File: config.mk
export PLATFORM = sky130hd
export DESIGN_NAME = hex_lcd_formatter
export DESIGN_NICKNAME = d
export VERILOG_FILES = /design/src/rtl/hexfmt_pkg.sv /design/src/rtl/hexfmt_nib2ascii.sv /design/src/rtl/hex_lcd_formatter.sv
export SDC_FILE = /design/constraint.sdc
export NUM_CORES = 1
export LEC_CHECK = 0
export BUFFER_PORTS_ARGS = -buffer_cell sky130_fd_sc_hd__buf_4
export CORE_ASPECT_RATIO = 1.5
export CORE_MARGIN = 5
export CORE_UTILIZATION = 50
export CTS_BUF_LIST = sky130_fd_sc_hd__clkbuf_8
export DETAILED_ROUTE_END_ITERATION = 10
export GPL_TIMING_DRIVEN = 0
export PLACE_DENSITY_LB_ADDON = 0.15
export SLEW_MARGIN = 20
export SYNTH_ARGS = -nofsm -noshare
export SYNTH_HDL_FRONTEND = slang
export SYNTH_HIERARCHICAL = 1
export SYNTH_SLANG_ARGS = --single-unit
File: constraint.sdc
create_clock -name CCLK -period 3.44 [get_ports CCLK]
set_input_delay 0.688 -clock CCLK [delete_from_list [all_inputs] [get_ports CCLK]]
set_output_delay 0.688 -clock CCLK [all_outputs]
set_load 0.02 [all_outputs]
File: src/rtl/hexfmt_pkg.sv
// Shared types and ASCII constants for the hex LCD formatter.
// Leading-zero blanking is selected by HEXFMT_ZERO_BLANK_EN (see hex_lcd_formatter).
package hexfmt_pkg;

  typedef enum logic [1:0] {
    IDLE,
    CONV,
    PULSE,
    WAIT
  } state_t;

  localparam logic [7:0] ASCII_0     = 8'h30;
  localparam logic [7:0] ASCII_A_OFS = 8'd55;
  localparam logic [7:0] ASCII_SP    = 8'h20;

  localparam int LCD_CHARS = 32;

endpackage

File: src/rtl/hexfmt_nib2ascii.sv
// Combinational nibble to ASCII hex digit, with a blank input that forces a space.
module hexfmt_nib2ascii
  import hexfmt_pkg::*;
(
  input  logic [3:0] nib,
  input  logic       blank,
  output logic [7:0] ascii
);

  always_comb begin
    ascii = ASCII_SP;
    if (!blank) begin
      if (nib < 4'd10) ascii = ASCII_0 + {4'h0, nib};
      else             ascii = ASCII_A_OFS + {4'h0, nib};
    end
  end

endmodule

File: src/rtl/hex_lcd_formatter.sv
// Converts NCH channels of DW bits into a 32-char LCD string, one nibble per cycle,
// then pulses refresh_o and holds off. Define HEXFMT_ZERO_BLANK_EN to blank leading zeros.
module hex_lcd_formatter
  import hexfmt_pkg::*;
#(
  parameter int NCH  = 2,
  parameter int DW   = 16,
  parameter int HOLD = 4
) (
  input  logic              CCLK,
  input  logic              RSTN,
  input  logic [NCH*DW-1:0] val_i,
  input  logic              force_i,
  output logic [255:0]      str_o,
  output logic              refresh_o,
  output logic              busy_o
);

  localparam int DIGITS = DW / 4;
  localparam int CHW    = $clog2(NCH + 1);
  localparam int DGW    = $clog2(DIGITS + 1);
  localparam int HW     = $clog2(HOLD + 1);

  state_t                         state, state_next;
  logic [NCH*DW-1:0]              snapshot;
  logic                           pending;
  logic [CHW-1:0]                 ch_cnt;
  logic [DGW-1:0]                 dig_cnt;
  logic [HW-1:0]                  hold_cnt;
  logic [LCD_CHARS-1:0][7:0]      str_q;
  logic                           refresh_q;
  logic                           busy_q;

  logic                           changed;
  logic                           start;
  logic                           last_nib;
  logic                           first_dig;
  logic                           last_dig;
  logic [3:0]                     nib;
  logic                           blank;
  logic [7:0]                     ascii;
  logic [4:0]                     char_idx;

  assign changed   = (val_i != snapshot);
  assign start     = (state == IDLE) && (pending || changed);
  assign first_dig = (dig_cnt == '0);
  assign last_dig  = (dig_cnt == DGW'(DIGITS - 1));
  assign last_nib  = last_dig && (ch_cnt == CHW'(NCH - 1));

  always_comb begin
    state_next = state;
    case (state)
      IDLE:    if (pending || changed) state_next = CONV;
      CONV:    if (last_nib) state_next = PULSE;
      PULSE:   state_next = WAIT;
      WAIT:    if (hold_cnt == '0) state_next = IDLE;
      default: state_next = IDLE;
    endcase
  end

  // MS nibble of each channel comes first, so digit 0 sits at the top of the field.
  always_comb begin
    nib      = 4'(snapshot >> (int'(ch_cnt) * DW + (DIGITS - 1 - int'(dig_cnt)) * 4));
    char_idx = 5'(LCD_CHARS - 1 - (int'(ch_cnt) * (DIGITS + 1) + int'(dig_cnt)));
  end

`ifdef HEXFMT_ZERO_BLANK_EN
  logic seen_nz;
  logic seen_eff;

  assign seen_eff = !first_dig && seen_nz;
  assign blank    = (nib == 4'h0) && !seen_eff && !last_dig;

  always_ff @(posedge CCLK or negedge RSTN) begin
    if (!RSTN)               seen_nz <= 1'b0;
    else if (state == CONV)  seen_nz <= seen_eff || (nib != 4'h0);
  end
`else
  assign blank = 1'b0;
`endif

  hexfmt_nib2ascii u_nib2ascii (
    .nib   (nib),
    .blank (blank),
    .ascii (ascii)
  );

  // Clearing pending on a start takes priority, so force_i alongside a change costs one pass.
  always_ff @(posedge CCLK or negedge RSTN) begin
    if (!RSTN) begin
      state     <= IDLE;
      snapshot  <= '0;
      pending   <= 1'b1;
      ch_cnt    <= '0;
      dig_cnt   <= '0;
      hold_cnt  <= '0;
      str_q     <= {LCD_CHARS{ASCII_SP}};
      refresh_q <= 1'b0;
      busy_q    <= 1'b0;
    end else begin
      state     <= state_next;
      busy_q    <= (state_next != IDLE);
      refresh_q <= (state == PULSE);

      if (start) begin
        snapshot <= val_i;
        pending  <= 1'b0;
        ch_cnt   <= '0;
        dig_cnt  <= '0;
      end else if (force_i) begin
        pending  <= 1'b1;
      end

      if (state == CONV) begin
        str_q[char_idx] <= ascii;
        if (last_dig) begin
          dig_cnt <= '0;
          ch_cnt  <= ch_cnt + CHW'(1);
        end else begin
          dig_cnt <= dig_cnt + DGW'(1);
        end
      end

      if (state == PULSE)                         hold_cnt <= HW'(HOLD - 1);
      else if (state == WAIT && hold_cnt != '0)   hold_cnt <= hold_cnt - HW'(1);
    end
  end

  assign str_o     = str_q;
  assign refresh_o = refresh_q;
  assign busy_o    = busy_q;

endmodule

==> metrics.csv, run 1 <==
metric;value;unit
synth_cell_types;59;
synth_top_area_frac;0.523;
crit_slowest_cell;dfrtp_1;
hp-class;primary input to flip-flop;
drt_iter0_drc;259;
path_clk_slew;0.06;ns
ant_nets;0;
synthCells;845;
first_pass_iters;4;
finalSetupViolations;0;
grt_usage;0.227;
synthArstFlopShare;1.00;
drive_gt1_frac;0.630;
finalMaxSlewViolations;0;
design_area;16700;µm²
route.detailed.wl_per_inst;21.1;µm
status;complete, no violations;
maxCapViolations;0;
slowest_delay;0.47;ns
crit_required;3.93;ns
fmax;0.306;GHz
synthFlopType;dfrtp_1;
place_congestion;0.764;
n_fill_cell;1982;
clock_latency;0.58;ns
ff2ff_path_depth;9;
syn2layout_area_growth;30.0;%
ys_seq_elements;301;
slew_headroom;0.499;
clockRootBuffer;clkbuf_8;
synth_edf_count;0;
die_area;29000;µm²
synth.area.top_cells;dfrtp_1 52%, mux2_2 24%, dfstp_2 6.8%, mux4_2 1.4%, ha_1 1.4%;
final_nets;1245;
place_area;15500;µm²
synth_common_cells;276 x mux2_2, 268 x dfrtp_1, 33 x dfstp_2, 27 x clkbuf_1, 20 x xnor2_1;
vias;8230;
htree_num_levels;2;
p_leak;8.31;nW
num_antenna_cells;0;
numCtsBuffers;46;
critPathLaunchType;flip-flop;
floorplan.initialDensity;0.508;
r2r-start;dig_cnt[2];
hold_depth;3;
min_to;pending;
rr_endpoint;str_o[109];
grt_pass1_vias;8792;
grt_overflow;0;
dieWidth;141;µm
fin_setup_tns;0;ns
crit_type;flip-flop to flip-flop;
holdCritStartpoint;force_i;
cts.sinks;301;
grt_pass1_wl;51100;µm
fin_skew;0.0173;ns
dieHeight;206;µm
synth_top_area_cell;dfrtp_1;
portBuffers;292;
vias_per_cell;5.28;
avgSynthCellArea;15.2;µm²
core_area;25200;µm²
seq_area_frac_synth;0.591;
cts_tree;yes;
ys_warn_count;6;
antenna_found_initial;0;
grt_max_degree;99;
crit_arrival;3.76;ns
mappedNetlistArea;12800;µm²
remaining_drc_errors;0;
crit_buf_inv;1;
powerDensity;447;nW/µm²
path_max_fanout;10;
synth.most_common_cell;mux2_2;
finalCriticalPeriod;3.27;ns
rrSetupSlack;0.17;ns
hold_violations;0;
finalCritPeriodShare;0.951;
fp-row-count;71;
path_cells;ha_1 -> fa_1 -> or3_1 -> a21o_1 -> a21oi_4 -> nand2b_1 -> o21bai_1 -> clkbuf_1 -> mux2_2;
ir_drop;0.000417;V
io_pins;293;
worst_slew_pin_slew;0.749;ns
path_delay_family;compound AO/OA/AOI/OAI gates;
crit_path_end_kind;flip-flop;
dp_hpwl;23900;µm
drt_wl_total;33000;µm
cts_buffer_depth;3;
## through the flow
step | hold WS (ns) | cells | power, W | utilization | worst slack, ns
after floorplan | 0.392 | 849 | 0.00405 | - | 0.316
after global placement | 0.467 | 1469 | 0.00438 | 0.612 | -1.00
after detailed placement | 0.487 | 1472 | 0.00440 | 0.615 | -0.682
after CTS | 0.305 | 1557 | 0.00754 | 0.658 | 0.00342
after global routing | 0.326 | 1559 | 0.00774 | 0.661 | -0.00262
final | 0.355 | 1559 | 0.00744 | 0.661 | 0.169
## power by group
part	internal (W)	total, W	switching [W]
Clock	0.00173	0.00310	0.00137
Combinational	0.000269	0.000633	0.000364
Sequential	0.00365	0.00372	0.0000647
## registers in the layout, indices dropped and copies added (netlist names)
signal and flops:
pending 1, snapshot 32, dig_cnt 3, state 2, ch_cnt 2, hold_cnt 3, busy_o 1, str_o 256
refresh_o 1
## cell families after synthesis
group | Yosys count | share of synthesized area
AOI/OAI and AO/OA | 44 | 0.0240
other | 2 | 0.000586
muxes | 296 | 0.269
and+or+nand+nor | 101 | 0.0605
DFF | 301 | 0.591
xor gates and xnor gates | 33 | 0.0225
adders and majority gates | 15 | 0.0152
buffers and inverters | 53 | 0.0169
## layout by cell type (no fill, tap or decap), types with 13 or more instances in the layout
| cell type | netlist | routed |
|---|---|---|
| buf_4 | 3 | 298 |
| ha_1 | 14 | 14 |
| xor2_1 | 13 | 13 |
| mux2_2 | 276 | 276 |
| clkbuf_8 | 0 | 64 |
| xnor2_1 | 20 | 20 |
| inv_1 | 15 | 29 |
| dfstp_2 | 33 | 33 |
| dfrtp_1 | 268 | 268 |
| nand2_1 | 16 | 16 |
## worst min-delay path, cell delays in order
cell    delay, ns
buf_4        0.11
nor2_1       0.07
nor2_1       0.05
## per-layer routing
layer  vias up  wire (µm)  GRT usage
met4         0       1250     0.0890
met3        67       2140     0.0583
met5         -          0          0
li1       3695          -          -
met1      4213      12500      0.271
met2       255      17000      0.394
## worst max-delay path by stage
stage          startpoint    endpoint  slack [ns]  cells after the start
5_1_grt        dig_cnt[2]   str_o[61]      -0.003                      9
6_report       dig_cnt[2]  str_o[109]        0.17                      9
2_1_floorplan  dig_cnt[2]  str_o[161]        0.32                     10
4_1_cts        dig_cnt[2]  str_o[121]       0.003                     10
3_5_place_dp   dig_cnt[2]   str_o[25]       -0.68                     10
3_3_place_gp         RSTN   str_o[91]       -1.00                      1
## cell type report
class / count / area, µm² / area share
sequential: 301 / 7570 / 0.454
multi-input combinational: 495 / 5110 / 0.307
timing repair buffer: 298 / 2310 / 0.138
clock buffer: 64 / 881 / 0.0528
tap: 328 / 410 / 0.0246
buffer: 37 / 208 / 0.0125
clock inverter: 20 / 115 / 0.00691
inverter: 16 / 60.1 / 0.00360
## timing repair
| item | in CTS | in global routing |
|---|---|---|
| hold buffers | 1 | 0 |
| pin swaps | 0 | 0 |
| hold endpoints to repair | 27 | 0 |
| buffers inserted | 0 | 2 |
| endpoints found under the setup margin | 182 | 203 |
| resized for setup | 28 | 32 |
(Power assumes the default switching activity.)
==> run 2: changes to the inputs <==
--- a/config.mk
+++ b/config.mk
@@ -5,7 +5,8 @@
 export SDC_FILE = /design/constraint.sdc
 export NUM_CORES = 1
 export LEC_CHECK = 0
-export BUFFER_PORTS_ARGS = -buffer_cell sky130_fd_sc_hd__buf_4
+export ABC_AREA = 1
+export BUFFER_PORTS_ARGS = -buffer_cell sky130_fd_sc_hd__buf_2
 export CORE_ASPECT_RATIO = 1.5
 export CORE_MARGIN = 5
 export CORE_UTILIZATION = 50
==> metrics.csv, run 2 <==
metric;value;unit
final_cells;2018;
grt_util_met1;0.307;
ir_drop;0.000348;V
maxCapViolations;0;
grt_overflow;0;
die_area;28200;µm²
first_pass_iters;5;
slew_headroom;0.457;
worst_slew_pin_slew;0.811;ns
num_antenna_cells;0;
finalCriticalPeriod;3.25;ns
io_pins;293;
fp-row-count;70;
seq_area_frac_synth;0.608;
clock_latency;0.58;ns
powerDensity;452;nW/µm²
route.detailed.wl_per_inst;17.4;µm
grt_use_met2;0.424;
cts_buffer_depth;3;
numCtsBuffers;45;
vias_per_cell;5.08;
synth.area.top_cells;dfrtp_1 54%, nand2_1 12%, o21ai_0 8.5%, dfstp_2 7.0%, o21ai_1 3.6%;
portBuffers;292;
crit_start;dig_cnt[2];
ys_seq_elements;301;
drt_iter0_drc;552;
layout_common_cells;386 x nand2_1, 307 x buf_2, 268 x dfrtp_1;
grt_pass1_vias;10300;
cts.sinks;301;
rsz0062_at_grt;yes;
status;complete, no violations;
fin_setup_tns;0;ns
path_max_fanout;10;
finalMaxSlewViolations;0;
synth.most_common_cell;nand2_1;
remaining_drc_errors;0;
place_congestion;0.818;
drive_gt1_frac;0.290;
vias;10300;
p_leak;7.90;nW
dieHeight;203;µm
htree_num_levels;2;
synth_top_area_cell;dfrtp_1;
dp_cells;1932;
synthFlopType;dfrtp_1;
synthArstFlopShare;1.00;
clockRootBuffer;clkbuf_8;
path_clk_slew;0.06;ns
ys_warn_count;6;
fmax;0.308;GHz
dp_hpwl;24800;µm
synth_edf_count;0;
drt_wl_total;35200;µm
syn2layout_area_growth;23.9;%
largest_register_ffs;256;
synthCells;1309;
use_met3;0.0575;
hold_violations;0;
final_common_cell;nand2_1;
grt_max_degree;92;
grt_pass1_wl;56000;µm
finalCritPeriodShare;0.945;
antenna_found_initial;0;
final_nets;1707;
synth_top_area_frac;0.539;
hp-class;primary input to asynchronous set/reset pin;
synth_cell_types;37;
cts_tree;yes;
ant_nets;0;
crit_path_end_kind;flip-flop;
floorplan.initialDensity;0.509;
crit_arrival;3.70;ns
grt_usage;0.248;
mappedNetlistArea;12400;µm²
synth_common_cells;386 x nand2_1, 268 x dfrtp_1, 211 x o21ai_0, 90 x o21ai_1, 81 x inv_1;
r2r-start;dig_cnt[2];
crit_required;3.89;ns
dieWidth;139;µm
fin_skew;0.0174;ns
grt-busiest-layer;met2;
crit_type;flip-flop to flip-flop;
core_area;24400;µm²
critPathLaunchType;flip-flop;
finalSetupViolations;0;
avgSynthCellArea;9.51;µm²
run 2: timing repair:
action	CTS	global route
setup endpoints to repair	117	208
pin swaps	0	3
hold buffers	0	0
setup buffers	0	2
gates resized for setup	12	45
hold endpoints to repair	0	0
run 2: where the power goes:
part           total [W]  leakage, nW  internal, W  switching, W
combinational   0.000477         4.13     0.000140      0.000337
clock            0.00282        0.547      0.00145       0.00136
sequential       0.00367         3.22      0.00362     0.0000497
total            0.00696         7.90      0.00521       0.00175
run 2: path summary, 6_finish.rpt:
| kind | endpoint | slack, ns | cells past startpoint |
|---|---|---|---|
| setup / recovery | str_o[134] | 0.19 | 12 |
| hold / removal | snapshot[18] | 0.04 | 1 |
| setup reg to reg | str_o[134] | 0.19 | 12 |
| hold reg to reg | str_o[13] | 0.47 | 2 |
| max in group asynchronous | str_o[101] | 2.21 | 3 |
| min in group CCLK | pending | 0.32 | 2 |
run 2: layer usage:
| layer | part of all wire | vias to the layer above |
|---|---|---|
| met5 | 0 | - |
| met4 | 0.036 | 0 |
| met3 | 0.067 | 74 |
| met2 | 0.49 | 295 |
| met1 | 0.41 | 4938 |
| li1 | - | 4948 |
run 2: cell type report:
class	instances	area [µm²]
flip-flops and latches	301	7570
well taps	324	405
inverters	85	322
plain buffers	69	434
fillers	2167	9010
clock buffers	55	757
multi-input cells	858	4210
clock inverters	29	128
repair buffers	297	1590
run 2: worst max-delay path: stages, from the launching register on:
cell and delay, ns:
dfrtp_1 0.47, ha_1 0.41, inv_1 0.18, ha_1 0.44, a21oi_1 0.20, nand2_2 0.11
xor2_4 0.34, inv_4 0.12, nor3_4 0.28, nand2_2 0.20, buf_2 0.25, nand2_1 0.07
o21ai_1 0.05
run 2: cell families after synthesis:
family	after synthesis	share of synthesized area
buffers and inverters	154	0.0567
AOI/OAI and AO/OA	327	0.134
adders and majority gates	15	0.0157
and+or+nand+nor	495	0.172
xor gates and xnor gates	15	0.0127
DFF	301	0.608
other	2	0.000603
run 2: metrics by stage:
stage / instance area [µm²] / total power (W) / setup slack [ns] / util / hold slack, ns
detailed placement: 14400 / 0.00420 / -0.245 / 0.590 / 0.462
floorplan: 12500 / 0.00395 / 0.653 / - / 0.392
global route: 15400 / 0.00726 / -0.00953 / 0.631 / 0.0424
CTS: 15300 / 0.00702 / 0.00621 / 0.627 / 0.0173
finish: 15400 / 0.00696 / 0.189 / 0.631 / 0.0375
global placement: 14300 / 0.00418 / -3.86 / 0.586 / 0.459
==> run 3: changes to the inputs <==
--- a/config.mk
+++ b/config.mk
@@ -7,9 +7,11 @@
 export LEC_CHECK = 0
 export ABC_AREA = 1
 export BUFFER_PORTS_ARGS = -buffer_cell sky130_fd_sc_hd__buf_2
+export CELL_PAD_IN_SITES_DETAIL_PLACEMENT = 2
+export CELL_PAD_IN_SITES_GLOBAL_PLACEMENT = 2
 export CORE_ASPECT_RATIO = 1.5
 export CORE_MARGIN = 5
-export CORE_UTILIZATION = 50
+export CORE_UTILIZATION = 34
 export CTS_BUF_LIST = sky130_fd_sc_hd__clkbuf_8
 export DETAILED_ROUTE_END_ITERATION = 10
 export GPL_TIMING_DRIVEN = 0
==> metrics.csv, run 3 (synthesis gave the netlist of run 2 again) <==
metric;value;unit
status;complete, no violations;
post-route-util;0.437;
path_clk_slew;0.06;ns
grt_use_met2;0.405;
crit_required;3.93;ns
remaining_drc_errors;0;
drt_wl_total;44500;µm
crit_path_end_kind;flip-flop;
power_frac_comb;0.070;
crit_slowest_cell;dfrtp_2;
clockRootBuffer;clkbuf_8;
finalMaxSlewViolations;0;
grt-busiest-layer;met2;
fin_setup_tns;0;ns
path_delay_family;adder cells;
critPathLaunchType;flip-flop;
maxCapViolations;0;
slowest_delay;0.46;ns
io_pins;293;
place_congestion;0.760;
ir_drop;0.000290;V
crit_arrival;3.72;ns
dp_cells;2086;
final_cells;2178;
slew_headroom;0.436;
dieWidth;166;µm
p_sw_frac;0.258;
finalCritPeriodShare;0.939;
grt_max_degree;95;
finalSetupViolations;0;
vias_per_cell;4.90;
cts_buffer_depth;3;
numCtsBuffers;48;
clock_latency;0.58;ns
power.switching;0.00185;W
worst_slew_pin_slew;0.844;ns
design_area;15800;µm²
use_met3;0.0459;
dp_hpwl;32000;µm
floorplan.initialDensity;0.345;
vias;10700;
htree_num_levels;2;
route.detailed.wl_per_inst;20.4;µm
ant_nets;0;
final_common_cell;nand2_1;
layout_common_cells;384 x nand2_1, 305 x buf_2, 267 x dfrtp_1;
fin_skew;0.0279;ns
hold_violations;0;
post-place-ws;-0.545;ns
cts.sinks;301;
rsz0062_at_grt;no;
grt_usage;0.216;
powerDensity;454;nW/µm²
path_cells;ha_2 -> clkinvlp_4 -> ha_1 -> a21oi_1 -> nand2_2 -> xor2_4 -> buf_12 -> buf_4 -> nor3_4 -> nand2_2 -> clkbuf_1 -> o21ai_0;
portBuffers;292;
fp-row-count;85;
dieHeight;244;µm
syn2layout_area_growth;26.6;%
path_max_fanout;10;
crit_type;flip-flop to flip-flop;
crit_buf_inv;4;
drt_iter0_drc;474;
antenna_found_initial;1;
place_area;14600;µm²
largest_register_ffs;256;
grt_util_met1;0.241;
hp-class;primary input to asynchronous set/reset pin;
drive_gt1_frac;0.300;
fin_ws;0.210;ns
p_leak;7.95;nW
finalCriticalPeriod;3.23;ns
n_fill_cell;3992;
fmax;0.310;GHz
die_area;40600;µm²
grt_pass1_wl;69100;µm
grt_overflow;0;
p_seq_frac;0.513;
final_nets;1715;
internal-power;0.00530;W
core_area;36100;µm²
p_clk_frac;0.416;
cts_tree;yes;
path_common_cell;nand2_2;
first_pass_iters;4;
grt_pass1_vias;11900;
## run 3: changes by cell type in the layout (fill, tap and decap cells not counted), sizes merged
cell	previous run	this run
buf	332	338
diode	0	1
inv	112	107
clkinvlp	0	1
clkbuf	89	92
## run 3: final cells by class
type / count / area (µm²) / share of cell area
antenna: 1 / 2.50 / 0.000159
buffer: 69 / 455 / 0.0289
clock buffer: 59 / 812 / 0.0515
clock inverter: 25 / 104 / 0.00659
inverter: 85 / 325 / 0.0206
multi-input combinational: 858 / 4250 / 0.269
sequential: 301 / 7570 / 0.481
tap: 478 / 598 / 0.0379
timing repair buffer: 302 / 1640 / 0.104
## run 3: layer usage
metal  wire length (µm)  share of wire  up-vias
li1                   -              -     4949
met1              16900           0.38     5392
met2              23700           0.53      263
met3               2370          0.053       67
met4               1470          0.033        0
met5                  0              0        -
## run 3: final timing paths
path	startpoint	endpoint	slack [ns]	cells past startpoint
max	dig_cnt[2]	str_o[235]	0.21	12
min	RSTN	snapshot[1]	0.04	1
max reg2reg	dig_cnt[2]	str_o[235]	0.21	12
min reg2reg	str_o[245]	str_o[245]	0.47	2
max in group asynchronous	RSTN	str_o[13]	2.17	3
min in group CCLK	force_i	pending	0.32	2
## run 3: metrics by stage
| stage | total power [W] | hold WS (ns) |
|---|---|---|
| global route | 0.00748 | 0.0201 |
| global placement | 0.00420 | 0.456 |
| CTS | 0.00725 | 0.00413 |
| detailed placement | 0.00423 | 0.467 |
| floorplan | 0.00395 | 0.392 |
| finish | 0.00715 | 0.0351 |
## run 3: repair_timing
action                                  in CTS  in global routing
endpoints found under the setup margin     210                202
pin swaps                                    0                  4
setup buffers                                0                  7
resized for setup                           28                 43
hold buffers                                 0                  0
## run 3: power by group through the flow
stage / combinational, W / sequential, W / clock [W]
6_report: 0.000502 / 0.00367 / 0.00298
3_5_place_dp: 0.000496 / 0.00373 / 0
2_1_floorplan: 0.000161 / 0.00379 / 0
4_1_cts: 0.000505 / 0.00367 / 0.00307
3_3_place_gp: 0.000469 / 0.00373 / 0
5_1_grt: 0.000561 / 0.00368 / 0.00324
